## src/rtl/key_run_ctrl.sv

```systemverilog
// Run/pause/single-step control for the display counter: synchronizes and
// debounces two active-low pushbuttons, then gates the slow tick into count_en.
module key_run_ctrl #(
  parameter int unsigned         DB_WIDTH       = 20,
  parameter logic [DB_WIDTH-1:0] DEBOUNCE_COUNT = DB_WIDTH'(999_999)
) (
  input  logic clock50M,
  input  logic reset,
  input  logic key_run_n,
  input  logic key_step_n,
  input  logic tick,
  output logic count_en,
  output logic running,
  output logic step_pending
);

  typedef enum logic [1:0] {
    PAUSED    = 2'd0,
    RUN       = 2'd1,
    STEP_WAIT = 2'd2
  } state_t;

  localparam int KEY_RUN  = 0;
  localparam int KEY_STEP = 1;

  logic [1:0]          keys_n;
  logic [1:0]          sync1;
  logic [1:0]          sync2;
  logic [1:0]          db;
  logic [1:0]          db_d;
  logic [1:0]          press;
  logic [DB_WIDTH-1:0] db_cnt [2];
  state_t              state;

  assign keys_n = {key_step_n, key_run_n};

  // Per key: two-flop synchronizer, saturating-window debounce, falling-edge press pulse.
  always_ff @(posedge clock50M) begin
    if (reset) begin
      sync1 <= '1;
      sync2 <= '1;
      db    <= '1;
      db_d  <= '1;
      press <= '0;
      // NOTE: these counters form a tiny register array, not a RAM, so they are reset explicitly.
      for (int i = 0; i < 2; i++) db_cnt[i] <= '0;
    end else begin
      // NOTE: non-blocking assignments keep every flop sampling pre-edge values.
      sync1 <= keys_n;
      sync2 <= sync1;
      db_d  <= db;
      press <= db_d & ~db;
      for (int i = 0; i < 2; i++) begin
        if (sync2[i] == db[i]) begin
          db_cnt[i] <= '0;
        end else if (db_cnt[i] == DEBOUNCE_COUNT) begin
          db[i]     <= sync2[i];
          db_cnt[i] <= '0;
        end else begin
          db_cnt[i] <= db_cnt[i] + DB_WIDTH'(1);
        end
      end
    end
  end

  // Mode FSM; running/step_pending are registered alongside the state so they never glitch.
  always_ff @(posedge clock50M) begin
    if (reset) begin
      state        <= PAUSED;
      count_en     <= 1'b0;
      running      <= 1'b0;
      step_pending <= 1'b0;
    end else begin
      count_en <= tick && (state == RUN || state == STEP_WAIT);
      case (state)
        PAUSED: begin
          if (press[KEY_RUN]) begin
            state   <= RUN;
            running <= 1'b1;
          end else if (press[KEY_STEP]) begin
            state        <= STEP_WAIT;
            step_pending <= 1'b1;
          end
        end
        RUN: begin
          if (press[KEY_RUN]) begin
            state   <= PAUSED;
            running <= 1'b0;
          end
        end
        STEP_WAIT: begin
          // A run press absorbs the pending step; otherwise the next tick consumes it.
          if (press[KEY_RUN]) begin
            state        <= RUN;
            running      <= 1'b1;
            step_pending <= 1'b0;
          end else if (tick) begin
            state        <= PAUSED;
            step_pending <= 1'b0;
          end
        end
        default: begin
          state        <= PAUSED;
          running      <= 1'b0;
          step_pending <= 1'b0;
        end
      endcase
    end
  end

endmodule
```

## config.mk

```make
export PLATFORM = sky130hd
export DESIGN_NAME = key_run_ctrl
export DESIGN_NICKNAME = d
export VERILOG_FILES = /design/src/rtl/key_run_ctrl.sv
export SDC_FILE = /design/constraint.sdc
export NUM_CORES = 1
export LEC_CHECK = 0
export CAP_MARGIN = 20
export CORE_ASPECT_RATIO = 1.4
export CORE_MARGIN = 2
export CORE_UTILIZATION = 35
export DETAILED_ROUTE_END_ITERATION = 7
export PLACE_DENSITY_LB_ADDON = 0.3
export SLEW_MARGIN = 40
export SYNTH_ARGS = -nofsm -noshare
export SYNTH_HDL_FRONTEND = slang
export SYNTH_SLANG_ARGS = --single-unit
```

## constraint.sdc

```tcl
create_clock -name clock50M -period 4.8 [get_ports clock50M]
set_input_delay 1.2 -clock clock50M [delete_from_list [all_inputs] [get_ports clock50M]]
set_output_delay 1.2 -clock clock50M [all_outputs]
set_load 0.05 [all_outputs]
```

==> results by group <==
Logic synthesis
  – Most common cell in the netlist: nor2_1
  – Multiplexer area fraction after synthesis: 0.0107
  – Syn. warnings: 0
  – Post-synth ARST share: 0
  – Synth Area in Simple Gates: 0.244
  – Post-Syn Instances: 272
  – Post-synthesis cell area: 2800 µm²
  – Primary FF master, synth: edfxtp_1
  – Combinational family with the most area after synthesis: simple AND/OR/NAND/NOR gates
  – Syn Area/Cell: 10.3 µm²
  – Dominant cell type by area after synthesis: edfxtp_1
  – Synth Area in Compound Gates: 0.0568
  – Number of synthesized flops with an enable pin: 40
  – Xor/xnor cell area share of the yosys netlist: 0.0940
  – Top post-synthesis cells by count: nor2_1, edfxtp_1, xnor2_1
  – Register bit total from synthesis: 55
  – Area contributors post-synth: edfxtp_1, dfxtp_1, xnor2_1
  – Top cell type's share of synthesized area: 0.430
  – Register area share after synthesis: 0.537
  – Adder-Cell Fraction of Synth Area: 0.0224
  – Synth cell types: 41

CTS
  – Hold_buf cts: 0
  – Post-CTS setup buffers: 0
  – Clk buf depth: 2
  – Post_cts resized: 0
  – Worst-Skew Late Latency: 0.31 ns
  – Htree depth: 2
  – Clock Sinks: 55
  – CTS tree: done
  – Worst-path clk slew: 0.11 ns
  – Clock Tree Root: clkbuf_8
  – TritonCTS Buffers: 5

Layout
  – Area grow syn2layout: 15.1%
  – Fraction of layout cells with a size suffix above 1: 0.0559
  – Final core utilization: 0.415
  – Fill count: 773
  – Ant diodes: 0
  – # nets final: 331
  – Non-Filler Instances: 422

Setup path
  – Slowest cell on crit path: clkdlybuf4s50_1
  – Cell depth of the worst setup path: 1
  – Max FO, Critical Path: 2
  – Worst setup EP type: output pin
  – Worst path max stage delay: 0.80 ns
  – Required time at the worst-slack endpoint: 3.60 ns
  – WP buf/inv: 1
  – Worst setup SP type: flip-flop
  – CP Cell Sequence: clkdlybuf4s50_1
  – Setup CP Type: reg -> out
  – Delay-heaviest family, CP: buffers and inverters
  – Worst path arrival time: 1.45 ns
  – Reg2Reg Depth: 5

Power
  – Maximum vdd drop: 0.141 mV
  – Logic pwr share: 0.070
  – P per Cell Area: 271 nW/µm²
  – Pint: 659 µW
  – Leakage: 0.00106 µW
  – Sw frac: 0.244
  – Clk pwr share: 0.301
  – Sequential share of power: 0.628
  – Psw: 213 µW

Floorplanning
  – Initial core utilization: 0.361
  – Die W: 79.5 µm
  – Core area: 7750 µm²
  – Ports: 8
  – Rows: 38
  – Die ar.: 8730 µm²
  – Die H: 110 µm

Timing
  – Setup TNS: 0 ns
  – Setup violators final: 0
  – RSZ-0062 raised after global routing: false
  – Final worst-path cycle share: 0.552
  – Hold Slack: 0.424 ns
  – Max Clk Rate: 377 MHz
  – Slew headroom: 0.568
  – Tmin final: 2.65 ns
  – Final Hold Fails: 0
  – Clk_skew: 0.0144 ns
  – Max-slew violation count: 0
  – Worst-Margin Slew: 0.645 ns

Placement
  – RD Place Congestion: 0.806
  – DP HPWL: 3.50 mm
  – Port bufs: 7
  – Placed Cells: 414

Routing
  – Drt total wl: 4.80 mm
  – DRT iter0 DRCs: 107
  – Avg Vias per Cell: 4.70
  – Wirelength per Cell: 11.4 µm
  – DR vias: 1982
  – Post-route ant nets: 0
  – Pre-antenna DRT Iters: 4
  – Drc violations: 0

Status
  – Status: finished clean

Global route
  – Largest net degree at the start of global routing: 19
  – First-pass GRT wire length: 8.41 mm
  – Vias in the first global route: 1948
  – Antenna violations before repair: 0
  – All-Layer GR Usage: 0.122
  – Gr ovfl total: 0

Hold path
  – Hold Path Depth: 1
  – Hold Path Class: reg -> reg

Flow run
  – Number of max-cap violations: 0
registers in the layout, summed over array words and instances, names as in the netlist, 2 cells and up:
signal,flops
db,2
db_cnt,40
db_d,2
press,2
state,2
sync1,2
sync2,2
placed cells by master (no fill, tap or decap), types with 2 or more instances in the layout:
cell,netlist,layout
edfxtp_1,40,40
and2_1,2,2
a21oi_1,8,8
nand2_1,12,12
dfxtp_1,15,15
nor2_1,49,49
clkbuf_8,0,5
nand4_1,11,11
nor3_1,12,12
mux2i_1,3,3
xor2_1,6,6
inv_1,17,17
conb_1,1,40
o21ai_0,3,3
and3_1,3,3
xnor2_1,24,24
or2_2,4,4
a211oi_1,2,2
clkdlybuf4s50_1,0,7
nand3_1,15,15
ha_1,5,5
or4_1,4,4
o21ai_1,3,3
or3_1,2,2
nor4_1,10,10
logic make-up after synthesis:
logic type / count (synthesis)
flops: 55
simple gates: 133
other cells: 1
fa+ha+maj: 5
buf+inv: 23
xor+xnor: 30
compound gates: 22
mux: 3
per-stage QoR:
stage / cell area [µm²] / setup slack, ns / power, µW
after global placement: 3120 / 2.01 / 617
after floorplan: 2940 / 2.68 / 601
after detailed placement: 3130 / 1.90 / 619
after global routing: 3220 / 2.08 / 914
after CTS: 3220 / 2.12 / 887
final: 3220 / 2.15 / 872
layout make-up:
class / instances / area (µm²) / share of cell area
clock buffers: 5 / 68.8 / 0.0214
clock inverters: 3 / 22.5 / 0.00700
inverters: 17 / 63.8 / 0.0198
multi-input cells: 233 / 1350 / 0.419
flip-flops and latches: 55 / 1500 / 0.467
well taps: 100 / 125 / 0.0389
repair buffers: 9 / 88.8 / 0.0276
per-layer routing:
| metal | wire (µm) | part of all wire | vias up | global-route usage |
|---|---|---|---|---|
| met5 | 0 | 0 | - | 0 |
| met4 | 94 | 0.020 | 0 | 0.0579 |
| met3 | 110 | 0.023 | 9 | 0.0263 |
| met2 | 2460 | 0.51 | 18 | 0.217 |
| met1 | 2130 | 0.44 | 919 | 0.139 |
| li1 | - | - | 1036 | - |
power by group through the flow:
| stage | Sequential (µW) | Combinational [µW] | Clock [µW] |
|---|---|---|---|
| 2_1_floorplan | 559 | 41.7 | 0 |
| 3_3_place_gp | 558 | 59.5 | 0 |
| 3_5_place_dp | 559 | 60.6 | 0 |
| 4_1_cts | 548 | 61.1 | 278 |
| 5_1_grt | 551 | 70.5 | 293 |
| 6_report | 548 | 61.5 | 263 |
final timing paths:
| kind | from | to | slack (ns) |
|---|---|---|---|
| hold reg to reg | sync1[1] | sync2[1] | 0.42 |
| setup / recovery | step_pending | step_pending | 2.15 |
| hold / removal | sync1[1] | sync2[1] | 0.42 |
| setup reg to reg | db_cnt[0][7] | db_cnt[0][19] | 2.55 |
Power figures use the tool's default switching activity.
